===== src/rtl/freq_meter_pkg.sv =====
// ============================================================================
// Module  : freq_meter_pkg
// Brief   : Shared constants and saturating-increment helper for freq_meter_nch.
// Revision: 1.0 - initial release
// ============================================================================
`default_nettype none

package freq_meter_pkg;

  localparam int CLK_HZ          = 100000000;
  localparam int GATE_CYCLES_DEF = CLK_HZ;
  localparam int AVG_DEPTH       = 4;
  localparam int AVG_SHIFT       = 2;

  // Adds a 1-bit increment to a WIDTH-bit value, sticking at all-ones.
  function automatic logic [31:0] sat_inc(input logic [31:0] val,
                                          input logic        inc,
                                          input int          width);
    logic [31:0] max_v;
    max_v = (width >= 32) ? 32'hFFFF_FFFF : ((32'd1 << width) - 32'd1);
    return (inc && (val != max_v)) ? (val + 32'd1) : val;
  endfunction

endpackage

`default_nettype wire


===== src/rtl/freq_edge_chan.sv =====
// ============================================================================
// Module  : freq_edge_chan
// Brief   : One channel: synchroniser, rising-edge detect, saturating window
//           counter with sticky overflow; optional 4-window average when
//           FREQ_METER_AVG_EN is defined.
// Revision: 1.0 - initial release
// ============================================================================
`default_nettype none

module freq_edge_chan
  import freq_meter_pkg::*;
#(
  parameter int CNT_W = 16
) (
  input  logic             CLK,
  input  logic             RESET,
  input  logic             EN,
  input  logic             in,
  input  logic             close,
  output logic [CNT_W-1:0] result,
  output logic             ovf
);

  localparam logic [CNT_W-1:0] C_MAX_CNT = '1;

  logic             s0_q, s1_q, p_q;
  logic             w_rise;
  logic [CNT_W-1:0] cnt_q, cnt_d;
  logic             sat_q;
  logic             w_win_ovf;
  logic [CNT_W-1:0] result_q;
  logic             ovf_q;

  assign w_rise    = s1_q & ~p_q;
  assign cnt_d     = CNT_W'(sat_inc(32'(cnt_q), w_rise, CNT_W));
  assign w_win_ovf = sat_q | (cnt_d == C_MAX_CNT);

  // Synchroniser keeps sampling while EN is low so held edges are dropped.
  always_ff @(posedge CLK) begin
    if (RESET) begin
      s0_q  <= 1'b0;
      s1_q  <= 1'b0;
      p_q   <= 1'b0;
      cnt_q <= '0;
      sat_q <= 1'b0;
    end else begin
      s0_q <= in;
      s1_q <= s0_q;
      p_q  <= s1_q;
      if (EN) begin
        if (close) begin
          cnt_q <= '0;
          sat_q <= 1'b0;
        end else begin
          cnt_q <= cnt_d;
          if (cnt_d == C_MAX_CNT) sat_q <= 1'b1;
        end
      end
    end
  end

`ifdef FREQ_METER_AVG_EN
  logic [CNT_W-1:0]     hist_q [AVG_DEPTH-1];
  logic [AVG_DEPTH-2:0] hovf_q;
  logic [CNT_W+1:0]     w_sum;

  always_comb begin
    w_sum = {2'b00, cnt_d};
    for (int k = 0; k < AVG_DEPTH - 1; k++) w_sum = w_sum + {2'b00, hist_q[k]};
  end

  always_ff @(posedge CLK) begin
    if (RESET) begin
      for (int k = 0; k < AVG_DEPTH - 1; k++) hist_q[k] <= '0;
      hovf_q   <= '0;
      result_q <= '0;
      ovf_q    <= 1'b0;
    end else if (EN && close) begin
      hist_q[0] <= cnt_d;
      for (int k = 1; k < AVG_DEPTH - 1; k++) hist_q[k] <= hist_q[k-1];
      hovf_q   <= {hovf_q[AVG_DEPTH-3:0], w_win_ovf};
      result_q <= CNT_W'(w_sum >> AVG_SHIFT);
      ovf_q    <= w_win_ovf | (|hovf_q);
    end
  end
`else
  always_ff @(posedge CLK) begin
    if (RESET) begin
      result_q <= '0;
      ovf_q    <= 1'b0;
    end else if (EN && close) begin
      result_q <= cnt_d;
      ovf_q    <= w_win_ovf;
    end
  end
`endif

  assign result = result_q;
  assign ovf    = ovf_q;

endmodule

`default_nettype wire


===== src/rtl/freq_meter_nch.sv =====
// ============================================================================
// Module  : freq_meter_nch
// Brief   : N-channel edge-counting frequency meter with a shared gate window;
//           averaging over 4 windows is enabled by FREQ_METER_AVG_EN.
// Revision: 1.0 - initial release
// ============================================================================
`default_nettype none

module freq_meter_nch
  import freq_meter_pkg::*;
#(
  parameter int N_CH        = 4,
  parameter int CNT_W       = 16,
  parameter int GATE_CYCLES = GATE_CYCLES_DEF,
  parameter int GATE_W      = $clog2(GATE_CYCLES)
) (
  input  logic                  CLK,
  input  logic                  RESET,
  input  logic                  EN,
  input  logic [N_CH-1:0]       IN,
  output logic [N_CH*CNT_W-1:0] freq,
  output logic [N_CH-1:0]       ovf,
  output logic                  freq_valid,
  output logic [GATE_W-1:0]     gate_pos
);

  localparam logic [GATE_W-1:0] C_GATE_LAST = GATE_W'(GATE_CYCLES - 1);

  logic [GATE_W-1:0] g_q;
  logic              valid_q;
  logic              w_close;

  assign w_close = EN && (g_q == C_GATE_LAST);

  always_ff @(posedge CLK) begin
    if (RESET) begin
      g_q     <= '0;
      valid_q <= 1'b0;
    end else begin
      valid_q <= w_close;
      if (EN) g_q <= w_close ? '0 : g_q + GATE_W'(1);
    end
  end

  for (genvar i = 0; i < N_CH; i++) begin : g_chan
    freq_edge_chan #(
      .CNT_W (CNT_W)
    ) u_chan (
      .CLK    (CLK),
      .RESET  (RESET),
      .EN     (EN),
      .in     (IN[i]),
      .close  (w_close),
      .result (freq[i*CNT_W +: CNT_W]),
      .ovf    (ovf[i])
    );
  end

  assign freq_valid = valid_q;
  assign gate_pos   = g_q;

endmodule

`default_nettype wire


===== config.mk =====
export PLATFORM = sky130hd
export DESIGN_NAME = freq_meter_nch
export DESIGN_NICKNAME = d
export VERILOG_FILES = /design/src/rtl/freq_meter_pkg.sv /design/src/rtl/freq_edge_chan.sv /design/src/rtl/freq_meter_nch.sv
export SDC_FILE = /design/constraint.sdc
export NUM_CORES = 1
export LEC_CHECK = 0
export CAP_MARGIN = 30
export CORE_MARGIN = 1
export CORE_UTILIZATION = 60
export DETAILED_ROUTE_END_ITERATION = 10
export PLACE_DENSITY = 0.85
export SYNTH_ARGS = -nofsm -noshare
export SYNTH_HDL_FRONTEND = slang
export SYNTH_HIERARCHICAL = 1
export SYNTH_SLANG_ARGS = --single-unit

===== constraint.sdc =====
create_clock -name CLK -period 4.9 [get_ports CLK]
set_input_delay 0.735 -clock CLK [delete_from_list [all_inputs] [get_ports CLK]]
set_output_delay 0.735 -clock CLK [all_outputs]
set_load 0.05 [all_outputs]

Word level (Yosys, flattened, before mapping)
Index checks and enable logic that the tools add are counted.
{"block": "classes", "addsub": 5, "multipliers": 0, "div": 0, "n_lt_le_gt_ge": 0, "n_eq_ne": 9, "n_shift": 0, "muxes": 17, "bitwise": 12, "n_reduce_logical": 14}
{"op": "16-bit two-way mux", "count": 8}
{"op": "16-bit by 1-bit adder with 16-bit output (second input constant)", "count": 4}
{"op": "16-bit == test (second input constant)", "count": 4}
{"op": "16-bit inequality test (second input constant)", "count": 4}
{"op": "27-bit by 1-bit adder with 27-bit output (second input constant)", "count": 1}
{"op": "27-bit == test (second input constant)", "count": 1}
{"op": "27-bit two-way mux", "count": 1}
{"op": "1-bit two-way mux", "count": 8}
{"op": "2-bit AND reduction", "count": 4}
{"op": "2-bit nonzero test", "count": 4}
{"op": "1-bit logical AND", "count": 6}
{"op": "1-bit bitwise AND", "count": 4}
{"op": "1-bit NOT", "count": 4}
{"op": "1-bit OR", "count": 4}
{"block": "totals", "ff_bits": 176, "latchBits": 0, "mem_bits_rw": 0, "rom_bits": 0, "in_bits": 7, "out_inout_bits": 96, "elab_cells": 87, "n_memories": 0}

Longest topological paths before layout
Gate-level depths: netlist of run 1.
{"block": "depth", "word_depth": 7, "depth_mapped": 9, "depth_no_buf": 8}

Cells and area by module
The synthesis of run 1 kept the hierarchy.
{"module": "freq_edge_chan", "n_inst": 4, "cells_per_inst": 228, "area_each_um2": 2039.5, "seq_area_each_um2": 740.7}
{"module": "freq_meter_nch", "n_inst": 1, "cells_per_inst": 153, "area_each_um2": 1337.5, "seq_area_each_um2": 560.5}

Least setup slack after synthesis of run 1
OpenSTA, ideal clock, no wires.
{"block": "synth_path", "path_type": "register -> register", "startpoint": "register g_q[0], in the netlist gate_pos[0]", "endpoint": "register g_chan[0].u_chan.result_q[1]", "setup_ps": 74, "arrival_ps": 3121, "required_ps": 4826, "slack_ps": 1704, "path_stages_with_launch": 9, "n_path_buf": 1, "synth_period_minus_slack_ps": 3196, "path_cell_list": "dfxtp_1 -> ha_1 -> and3_1 -> nand3_1 -> nor3_1 -> nand2_1 -> or2_2 -> clkbuf_1 -> o21ai_0"}
{"block": "synth_between", "elab_chain_len": 3}
{"item": "start: declaration", "line_no": "freq_meter_nch.sv:29", "text": "logic [GATE_W-1:0] g_q;"}
{"item": "start signal: assignment", "line_no": "freq_meter_nch.sv:41", "text": "if (EN) g_q <= w_close ? '0 : g_q + GATE_W'(1);"}
{"item": "27-bit == test", "line_no": "freq_meter_nch.sv:33", "text": "assign w_close = EN && (g_q == C_GATE_LAST);"}
{"item": "1-bit logical AND", "line_no": "freq_meter_nch.sv:33"}
{"item": "net w_close", "line_no": "freq_meter_nch.sv:31", "text": "logic w_close;"}
{"item": "1-bit logical AND", "line_no": "freq_edge_chan.sv:91", "text": "end else if (EN && close) begin"}
{"item": "end signal: assignment", "line_no": "freq_edge_chan.sv:92", "text": "result_q <= cnt_d;"}
{"item": "end: declaration", "line_no": "freq_edge_chan.sv:31", "text": "logic [CNT_W-1:0] result_q;"}
The timed path passes the listed nets, and every way through them passes these cells.
A chain may end at the register's enable or synchronous reset.

Worst setup path after layout of run 1
{"block": "layout_path", "startpoint": "input EN", "endpoint": "register g_chan[0].u_chan.ovf_q"}
{"block": "layout_between", "elab_chain_len": 2}
{"item": "start: declaration", "line_no": "freq_meter_nch.sv:19", "text": "input logic EN,"}
{"item": "1-bit logical AND", "line_no": "freq_meter_nch.sv:33"}
{"item": "net w_close", "line_no": "freq_meter_nch.sv:31"}
{"item": "1-bit logical AND", "line_no": "freq_edge_chan.sv:91"}
{"item": "end signal: assignment", "line_no": "freq_edge_chan.sv:93", "text": "ovf_q <= w_win_ovf;"}
{"item": "end: declaration", "line_no": "freq_edge_chan.sv:32", "text": "logic ovf_q;"}
The timed path passes the listed nets, and every way through them passes these cells.

==> implementation parameters, run 1 <==
Parameter                              Value

Synth
  Distinct cells, synth ... between 60 and 70
  Area share of the largest cell type after synthesis ... 0.3711
  Top post-synthesis cells by area ... dfxtp_1 (37%), nor2_1 (4.9%), nand2_1 (4.0%), o21ai_0 (3.7%), xnor2_1 (3.2%)
  Area of the mapped netlist ... 0.009495 mm²
  Number of standard cells after synthesis ... approximately 1100
  Number of enable flip-flop cells after synthesis ... 0
  Primary FF master, synth ... dfxtp_1
  Part of the Yosys area used for sequential elements ... 0.3711
  Number of nets produced by synthesis ... roughly 1100
  Share of synthesized registers carrying an async set or reset ... 0
  Total number of yosys warnings ... 6
  Synth area leader ... dfxtp_1
  Synth Area per Inst ... slightly below 9 µm²
  Register bit count reported by yosys ... 176

Place
  PortBufs ... between 100 and 150
  Dpl ws ... between 1500 and 2000 ps
  HPWL after detailed placement ... between 15 and 20 mm
  RD Place Congestion ... between 0.9 and 1

Layout
  Final net count ... around 1100
  Area growth from synthesis to layout ... 14.68%
  Antenna diode count ... 0
  Fraction of layout instances using a drive strength above 1 ... 0.1243

Pwr
  Worst IR Drop VDD ... 0.2480 mV
  Reported leakage power ... approximately 3.7 nW
  Total power density per cell area ... between 200 and 300 mW/mm²

Floorplan
  Die Width ... roughly 130 µm
  Core area ... around 0.015 mm²
  Placement Rows ... 45
  Effective utilization at floorplan ... 0.6200
  Die area ... between 0.015 and 0.02 mm²
  Top-level I/O count ... 103
  Die height ... 127.8 µm

Setup path
  Worst endpoint data arrival time ... between 3000 and 4000 ps
  Biggest fanout along the worst timing path ... 52
  Crit-path cells ... buf_2 -> and3_1 -> nand3_1 -> nor3_2 -> buf_4 -> nand2_1 -> or2_2 -> o31ai_1
  Startpoint type of the worst setup path ... input pin
  Critical Path Slowest Stage Cell ... buf_4
  Required time reported for the critical path endpoint ... about 5200 ps
  Delay of the slowest cell on the worst path ... around 500 ps
  Critical Path End Type ... flip-flop
  Category of the critical setup timing path ... input pin to flip-flop

Clock network
  Number of buffers between clock root and the deepest sink ... 2
  Root Driver ... clkbuf_16
  TritonCTS clock tree ... done
  Clock transition at the registers of the reported paths ... 70 ps
  Number of sinks on the clock net ... 176
  Post-CTS repair timing setup buffer count ... 0
  Number of buffers created by CTS ... 17
  Clk Latency, worst-skew pair ... about 430 ps
  Number of resized instances in the post-cts repair step ... 0
  Total number of H-tree levels ... 4
  CTS Hold Buffers Added ... 0

STA
  Slew @ Worst Pin ... just over 900 ps
  Final critical delay including setup and external delays ... between 2000 and 3000 ps
  Hold Fails Final Rpt ... 0
  Max-Slew Margin vs Limit ... 0.3808
  Pins over their slew limit ... 0
  Crit path setup slack, layout ... roughly 2000 ps
  Final-report setup violation count ... 0
  Setup TNS ... 0 ps
  Share of the clock period used by the worst path ... 0.6004
  Setup Skew ... approximately 8.1 ps
  Unrepaired setup endpoints after global routing ... no
  Max Fclk ... around 0.34 GHz

Global routing
  GR Layer Usage met1 ... 0.3756
  Number of global-route vias before repair ... roughly 7700
  Maximum number of pins on one net before global-route repair ... between 50 and 60
  Global routing usage on met2 ... 0.4783
  Most congested layer reported by global routing ... met2
  Global routing usage on met3 ... 0.04007
  Wire length of the first global-routing pass ... approximately 38 mm
  Overall track demand over capacity in global routing ... 0.2874
  Leftover overflow at the end of global routing ... 0
  Initial antenna violation count ... 0

Run
  Reported max-cap violation count ... 0

Routing
  Count of routing violations after the opening detailed-route iteration ... between 800 and 900
  Pre-Repair DR Iteration Count ... 6
  Remaining DRCs ... 0
  Post-route antenna net violation count ... 0
  DR vias ... 8500
  Vias per std cell ... 6.320
  Routed length per placed instance ... ~17 µm
  Post-detailed-routing wire length ... 23.05 mm

Run status
  Run status ... completed

Worst hold path
  Type of the most critical hold path ... flip-flop to flip-flop
[registers in the layout (all words and copies together), names as in the netlist]
register              flops
gate_pos                 27
g_chan.u_chan/p_q         4
g_chan.u_chan/result     64
freq_valid                1
g_chan.u_chan/s0_q        4
g_chan.u_chan/ovf         4
g_chan.u_chan/cnt_q      64
g_chan.u_chan/sat_q       4
g_chan.u_chan/s1_q        4
[final cells by class]
class	count	area, µm²
Clock buffer	20	466.7
Inverter	18	67.56
Fill cell	1230	4425
Sequential cell	176	3523
Clock inverter	12	98.84
Tap cell	211	264.0
Multi-Input combinational cell	802	5425
Timing Repair Buffer	106	1044
[cell usage in the layout, fill, tap and decap left out, types with 9 or more instances in the layout]
cell type        count
dfxtp_1            176
nor2_1             123
nand2_1            102
clkdlybuf4s50_1    100
o21ai_0             70
a21oi_1             38
xnor2_1             35
a22oi_1             32
nand4_1             20
nor2b_1             20
nand3_1             19
o31ai_1             19
xor2_1              17
clkbuf_16           17
nor4_1              16
a22o_1              16
nor3_1              16
mux2i_1             16
or3_1               15
and3_1              14
inv_1               14
o21a_1              12
a31oi_1             12
nand2b_1            10
nor3_2               9
nand4_4              9
[worst max-delay path, delay by kind of cell]
family,cells,cell delay (ps)
buf+inv,2,960
compound gates,1,270
simple gates,5,1310
[cells in the mapped netlist (5+ instances only)]
cell and instances:
a21oi_1 38, a21oi_2 5, a22o_1 16, a22oi_1 32, a31oi_1 12, and2_2 8, and3_1 14, buf_2 10
buf_4 8, buf_6 25, clkbuf_1 26, dfxtp_1 176, ha_1 5, inv_1 14, mux2i_1 16, nand2_1 102
nand2b_1 10, nand3_1 19, nand3b_1 8, nand4_1 20, nand4_2 5, nand4_4 9, nand4b_1 8, nor2_1 123
nor2b_1 20, nor3_1 17, nor3_2 8, nor4_1 16, nor4_2 8, nor4_4 8, o21a_1 12, o21ai_0 70
o21ai_1 8, o22ai_1 8, o31ai_1 20, or3_1 15, or4_1 6, xnor2_1 35, xor2_1 17
[cell families after synthesis]
logic type	share of synthesized area
simple gates	0.3169
compound gates	0.1820
fa+ha+maj	0.006588
mux	0.01687
flops	0.3711
xor+xnor	0.04796
buf+inv	0.05864
[path summary, 6_finish.rpt]
check	slack [ps]	endpoint	cells past startpoint	startpoint
worst max-delay path	1960	g_chan[0].u_chan/ovf$_SDFFE_PP0P_	8	EN
worst min-delay path	440	g_chan[1].u_chan/s1_q$_SDFF_PP0_	1	g_chan[1].u_chan/s0_q$_SDFF_PP0_
worst max register to register	2150	g_chan[0].u_chan/ovf$_SDFFE_PP0P_	7	gate_pos[17]$_SDFFE_PP0P_
worst min register to register	440	g_chan[1].u_chan/s1_q$_SDFF_PP0_	1	g_chan[1].u_chan/s0_q$_SDFF_PP0_
[metrics by stage]
stage                 util  std cells  hold slack [ps]  area [µm²]  power (mW)
finish              0.7110       1345            439.1       10890       2.821
global route        0.7110       1345            454.7       10890       2.903
CTS                 0.7110       1345            444.5       10890       2.836
detailed placement  0.6741       1313            428.1       10320       1.566
global placement    0.6741       1313            417.0       10320       1.564
floorplan                -       1065            413.8        9495       1.542
[layer usage]
metal | vias up | share of wire
met2 | 408 | 0.48
met1 | 4021 | 0.43
met3 | 54 | 0.071
li1 | 4017 | -
met5 | - | 0
met4 | 0 | 0.024
[power by group]
group          leakage [nW]  switching (mW)  internal, mW
logic                  2.05          0.0679        0.0221
clock network         0.262           0.588         0.698
registers              1.42         0.00832          1.44
No activity file was read; power rests on OpenSTA's default activity.
==> inputs of run 2 (changes only) <==
Settings changed: CORE_UTILIZATION 60 to 57, PLACE_DENSITY 0.85 to 0.81.
Clock period 4.9 ns to 2.9 ns, I/O delays scaled along.
==> run 2 against run 1 <==
Net effect: utilization down 2.5 points; critical endpoint is now g_chan[2].u_chan/ovf$_SDFFE_PP0P_; die area rose by 5.2%; highest routed layer unchanged; register-to-register slack worse by 1800 ps; global-route usage decreased by 1.2 points; clock skew rose by 1.2 ps; sequential share of layout area is 0.36 points lower; combinational power grew 75%; final area grew 1.1%; power grew 74%; setup slack got worse by 1600 ps; largest power group unchanged.
==> implementation parameters, run 2 (same netlist as run 1, synthesis figures left out) <==
Parameter                              Value

Global routing
  Maximum number of pins on one net before global-route repair ... between 50 and 60
  Initial antenna violation count ... 0
  Leftover overflow at the end of global routing ... 0
  Wire length of the first global-routing pass ... between 30 and 40 mm
  Overall track demand over capacity in global routing ... 0.2759
  Number of global-route vias before repair ... roughly 7400

Place
  HPWL after detailed placement ... approximately 16 mm
  RD Place Congestion ... approximately 0.94
  Cell total after placement ... about 1300
  PortBufs ... between 100 and 150

Setup path
  Worst Reg-to-Reg Cells ... 7
  Startpoint type of the worst setup path ... flip-flop
  Required time reported for the critical path endpoint ... 3240 ps
  RR Endpoint ... g_chan[2].u_chan/ovf$_SDFFE_PP0P_
  Critical Path End Type ... flip-flop
  Category of the critical setup timing path ... flip-flop to flip-flop
  Register-to-register path setup slack ... about 350 ps
  Reg-to-reg startpoint ... gate_pos[10]$_SDFFE_PP0P_
  Biggest fanout along the worst timing path ... 17
  Worst endpoint data arrival time ... a little under 3000 ps

Routing
  Remaining DRCs ... 0
  Post-route antenna net violation count ... 0
  Vias per std cell ... roughly 6.1
  Pre-Repair DR Iteration Count ... 5
  Count of routing violations after the opening detailed-route iteration ... 732
  Routed length per placed instance ... approximately 17 µm
  Post-detailed-routing wire length ... between 20 and 25 mm
  DR vias ... between 8000 and 9000

Clock network
  Number of sinks on the clock net ... around 180
  TritonCTS clock tree ... done
  Number of buffers between clock root and the deepest sink ... 2
  Number of buffers created by CTS ... 17
  CTS Hold Buffers Added ... 0
  Post-CTS repair timing setup buffer count ... 0
  Number of resized instances in the post-cts repair step ... 0
  Clk Latency, worst-skew pair ... ~430 ps
  Root Driver ... clkbuf_16
  Clock transition at the registers of the reported paths ... about 70 ps
  Total number of H-tree levels ... 4

Layout
  Number of filler instances in the final layout ... 1312
  Area growth from synthesis to layout ... 15.98%
  Most frequent cells in the layout ... dfxtp_1 (176), nor2_1 (123), nand2_1 (102)
  Antenna diode count ... 0
  Leading cell type in the layout, fill and taps excluded ... dfxtp_1
  Fraction of layout instances using a drive strength above 1 ... 0.1328
  Final net count ... ~1100
  Post-route insts no fill ... approximately 1400
  Core Util, Final ... 0.6858

Worst hold path
  Type of the most critical hold path ... flip-flop to flip-flop
  Start point of the worst min-delay path ... g_chan[0].u_chan/s0_q$_SDFF_PP0_
  Hold-critical path endpoint ... g_chan[0].u_chan/s1_q$_SDFF_PP0_
  Cell depth of the worst hold path ... 1

Floorplan
  Top-level I/O count ... between 100 and 150
  Core area ... about 0.016 mm²
  Placement Rows ... 46
  Die area ... roughly 0.017 mm²
  Effective utilization at floorplan ... 0.5913
  Die height ... between 100 and 150 µm
  Die Width ... roughly 130 µm

STA
  Final-report setup violation count ... 0
  Setup Skew ... about 9.4 ps
  Setup TNS ... 0 ps
  Max Fclk ... approximately 0.39 GHz
  Pins over their slew limit ... 0
  Share of the clock period used by the worst path ... 0.8784
  Slew @ Worst Pin ... 888.4 ps
  Unrepaired setup endpoints after global routing ... no
  Final critical delay including setup and external delays ... approximately 2500 ps
  Hold Fails Final Rpt ... 0
  Max-Slew Margin vs Limit ... 0.4077

Pwr
  Internal Dissipation ... ~3.8 mW
  Switching part of the total power ... 0.2301
  Combinational share of power ... 0.032
  Reported leakage power ... ~3.8 nW
  Reported net switching power ... roughly 1.1 mW
  Clk pwr share ... 0.470
  Sequential fraction of design power ... 0.498
  Worst IR Drop VDD ... around 0.43 mV
  Total power density per cell area ... 444.7 mW/mm²

Run
  Reported max-cap violation count ... 0

Run status
  Run status ... completed
## run 2: worst max path at each step
stage,from,to,slack (ps),depth (start not counted)
after floorplan,gate_pos[0]$_SDFFE_PP0P_,g_chan[0].u_chan/result[1]$_SDFFE_PP0P_,110,8
final,gate_pos[10]$_SDFFE_PP0P_,g_chan[2].u_chan/ovf$_SDFFE_PP0P_,350,7
after global routing,gate_pos[10]$_SDFFE_PP0P_,g_chan[1].u_chan/cnt_q[8]$_SDFFE_PP0P_,170,8
after CTS,gate_pos[0]$_SDFFE_PP0P_,g_chan[2].u_chan/sat_q$_SDFFE_PP0P_,350,8
after global placement,gate_pos[13]$_SDFFE_PP0P_,g_chan[3].u_chan/ovf$_SDFFE_PP0P_,530,7
after detailed placement,gate_pos[10]$_SDFFE_PP0P_,g_chan[2].u_chan/ovf$_SDFFE_PP0P_,380,7
## run 2: layout make-up
class | count | area, µm² | share of cell area
Tap cell | 216 | 270.3 | 0.02454
Multi-Input combinational cell | 802 | 5431 | 0.4932
Clock buffer | 18 | 439.2 | 0.03988
Inverter | 18 | 67.56 | 0.006135
Clock inverter | 14 | 155.1 | 0.01409
Sequential cell | 176 | 3523 | 0.3199
Timing Repair Buffer | 117 | 1126 | 0.1022
## run 2: critical path: stages (launching register included)
cell and delay [ps]:
dfxtp_1 370, nor4b_1 370, nand4_1 350, nor3_4 290, buf_4 270, nand2_1 100, or2_2 410, o31ai_1 290
## run 2: layer usage
layer,routed length [µm],share of wire,track usage,vias up
met4,387,0.017,0.08925,0
met2,11070,0.48,0.4600,303
met1,10010,0.44,0.3564,3955
met5,0,0,0,-
met3,1440,0.063,0.05722,42
li1,-,-,-,4024
## run 2: stage by stage
stage | instance area [µm²] | worst slack (ps) | power (mW) | hold slack (ps)
after floorplan | 9500 | 106.9 | 2.605 | 413.8
after global placement | 10420 | 528.5 | 2.648 | 419.7
after detailed placement | 10420 | 382.8 | 2.650 | 427.5
after CTS | 11010 | 346.2 | 4.928 | 443.9
after global routing | 11010 | 172.3 | 5.057 | 463.2
final | 11010 | 352.7 | 4.898 | 445.1
## run 2: power by group through the flow
stage	Clock, mW	Sequential (mW)	Combinational, mW
finish	2.30	2.44	0.158
global route	2.45	2.44	0.171
CTS	2.33	2.44	0.156
detailed placement	0	2.49	0.155
global placement	0	2.49	0.154
floorplan	0	2.50	0.109
==> inputs of run 3 (changes only) <==
Clock period 2.9 ns to 2.5 ns, I/O delays scaled along.
==> run 3 against run 2 <==
Net effect: worst hold slack got worse by 76 ps; non-clock buffer count rose by 23; critical path depth did not move; power rose by 17%; largest cell class unchanged; combinational power rose by 25%; die area did not move; first-iteration DRC count fell by 1.4%; final cell count rose by 1.7%; register-to-register slack got worse by 250 ps; critical path type unchanged; highest routed layer unchanged; utilization rose by 1.3 points; flip-flop and latch count did not move.
==> implementation parameters, run 3 (same netlist as run 1, synthesis figures left out) <==
Parameter                              Value

Run status
  Run status ... completed

Layout
  Final non-filler cell area ... 0.01122 mm²
  Final net count ... 1167
  Post-route insts no fill ... 1384
  Area growth from synthesis to layout ... 18.13%
  Fraction of layout instances using a drive strength above 1 ... 0.1592
  Number of filler instances in the final layout ... 1279
  Leading cell type in the layout, fill and taps excluded ... dfxtp_1
  Most frequent cells in the layout ... dfxtp_1 (166), nor2_1 (123), nand2_1 (102)
  Antenna diode count ... 0

Pwr
  Reported leakage power ... just under 4 nW
  Sequential fraction of design power ... 0.495
  Switching part of the total power ... 0.2324
  Clk pwr share ... 0.471
  Internal Dissipation ... around 4.4 mW
  Reported net switching power ... ~1.3 mW
  Worst IR Drop VDD ... ~0.52 mV
  Total power density per cell area ... slightly above 500 mW/mm²
  Combinational share of power ... 0.034

Floorplan
  Die Width ... around 130 µm
  Top-level I/O count ... 103
  Placement Rows ... 46
  Core area ... 0.01606 mm²
  Die height ... around 130 µm
  Effective utilization at floorplan ... 0.5913
  Die area ... approximately 0.017 mm²

Clock network
  CTS Hold Buffers Added ... 0
  Post-CTS repair timing setup buffer count ... 0
  Number of resized instances in the post-cts repair step ... 0
  Clock transition at the registers of the reported paths ... 70 ps
  TritonCTS clock tree ... done
  Clk Latency, worst-skew pair ... 430 ps
  Number of buffers between clock root and the deepest sink ... 2
  Number of buffers created by CTS ... 17
  Root Driver ... clkbuf_16
  Number of sinks on the clock net ... approximately 180
  Total number of H-tree levels ... 4

STA
  Setup Skew ... about 6.4 ps
  Unrepaired setup endpoints after global routing ... no
  Final critical delay including setup and external delays ... around 2400 ps
  Final-report setup violation count ... 0
  Slew @ Worst Pin ... slightly below 800 ps
  Max Fclk ... 0.4179 GHz
  Setup TNS ... 0 ps
  Hold Fails Final Rpt ... 0
  Final-layout worst hold slack ... 369.6 ps
  Pins over their slew limit ... 0
  Max-Slew Margin vs Limit ... 0.4704
  Share of the clock period used by the worst path ... 0.9573

Worst hold path
  Type of the most critical hold path ... input pin to flip-flop

Routing
  Remaining DRCs ... 0
  Vias per std cell ... around 6.0
  Post-route antenna net violation count ... 0
  Pre-Repair DR Iteration Count ... 5
  Count of routing violations after the opening detailed-route iteration ... 722
  DR vias ... 8327
  Post-detailed-routing wire length ... approximately 24 mm
  Routed length per placed instance ... 17.05 µm

Setup path
  Biggest fanout along the worst timing path ... 8
  Delay of the slowest cell on the worst path ... about 520 ps
  Startpoint type of the worst setup path ... flip-flop
  Critical Path End Type ... flip-flop
  Required time reported for the critical path endpoint ... ~2900 ps
  Critical Path Slowest Stage Cell ... dfxtp_1
  Category of the critical setup timing path ... flip-flop to flip-flop
  Crit-path cells ... ha_1 -> nand3_4 -> nor4_4 -> nor2_1 -> mux2i_1 -> nand4b_1 -> o31ai_1
  Worst endpoint data arrival time ... 2740 ps

Place
  RD Place Congestion ... roughly 0.95
  Placed Area ... about 0.011 mm²
  PortBufs ... between 100 and 150
  Cell total after placement ... roughly 1400
  HPWL after detailed placement ... ~17 mm

Global routing
  Number of global-route vias before repair ... around 7300
  Initial antenna violation count ... 0
  Wire length of the first global-routing pass ... between 30 and 40 mm
  Leftover overflow at the end of global routing ... 0
  Maximum number of pins on one net before global-route repair ... 44
  Overall track demand over capacity in global routing ... 0.2810

Run
  Reported max-cap violation count ... 0
## run 3: changes by cell type in the layout (fill, tap and decap cells not counted), sizes merged
cell	before	now
buf	17	40
clkinv	9	7
inv	17	19
## run 3: path summary, 6_finish.rpt
path	slack, ps	startpoint	endpoint	cells past startpoint
min reg2reg	440	g_chan[3].u_chan/s0_q$_SDFF_PP0_	g_chan[3].u_chan/s1_q$_SDFF_PP0_	1
max	110	g_chan[3].u_chan/cnt_q[0]$_SDFFE_PP0P_	g_chan[3].u_chan/sat_q$_SDFFE_PP0P_	7
max reg2reg	110	g_chan[3].u_chan/cnt_q[0]$_SDFFE_PP0P_	g_chan[3].u_chan/sat_q$_SDFFE_PP0P_	7
min	370	RESET	g_chan[2].u_chan/cnt_q[14]$_SDFFE_PP0P_	2
## run 3: cell type report
cell class                      count  area (µm²)  share of cell area
Multi-Input combinational cell    802        5438              0.4848
Sequential cell                   176        3536              0.3152
Timing Repair Buffer              140        1311              0.1169
Clock buffer                       18       439.2             0.03915
Tap cell                          216       270.3             0.02409
Clock inverter                     14       155.1             0.01383
Inverter                           18       67.56            0.006023
## run 3: stage by stage
stage | worst slack [ps] | utilization | power, mW
floorplan | 10.77 | - | 3.022
global placement | 141.2 | 0.6610 | 3.084
detailed placement | 112.0 | 0.6610 | 3.088
CTS | 82.32 | 0.6980 | 5.773
global route | 6.763 | 0.6985 | 5.900
finish | 106.8 | 0.6985 | 5.717
## run 3: per-layer routing
| layer | wire length (µm) | global-route usage |
|---|---|---|
| met3 | 1378 | 0.04951 |
| met4 | 466 | 0.09669 |
| met1 | 10770 | 0.3759 |
| met2 | 10990 | 0.4566 |
| met5 | 0 | 0 |
## run 3: power by group through the flow
stage	clock network, mW	registers, mW	logic (mW)
6_report	2.69	2.83	0.197
5_1_grt	2.86	2.83	0.213
4_1_cts	2.75	2.83	0.195
3_5_place_dp	0	2.89	0.194
3_3_place_gp	0	2.89	0.191
2_1_floorplan	0	2.90	0.126
## run 3: critical path: cells and delay by family (launching register included)
kind                     cells  cell delay, ps
multiplexers                 1             190
AO/OA/AOI/OAI                1             250
adder cells (fa/ha/maj)      1             310
AND/OR/NAND/NOR              4            1030
flip-flops                   1             520
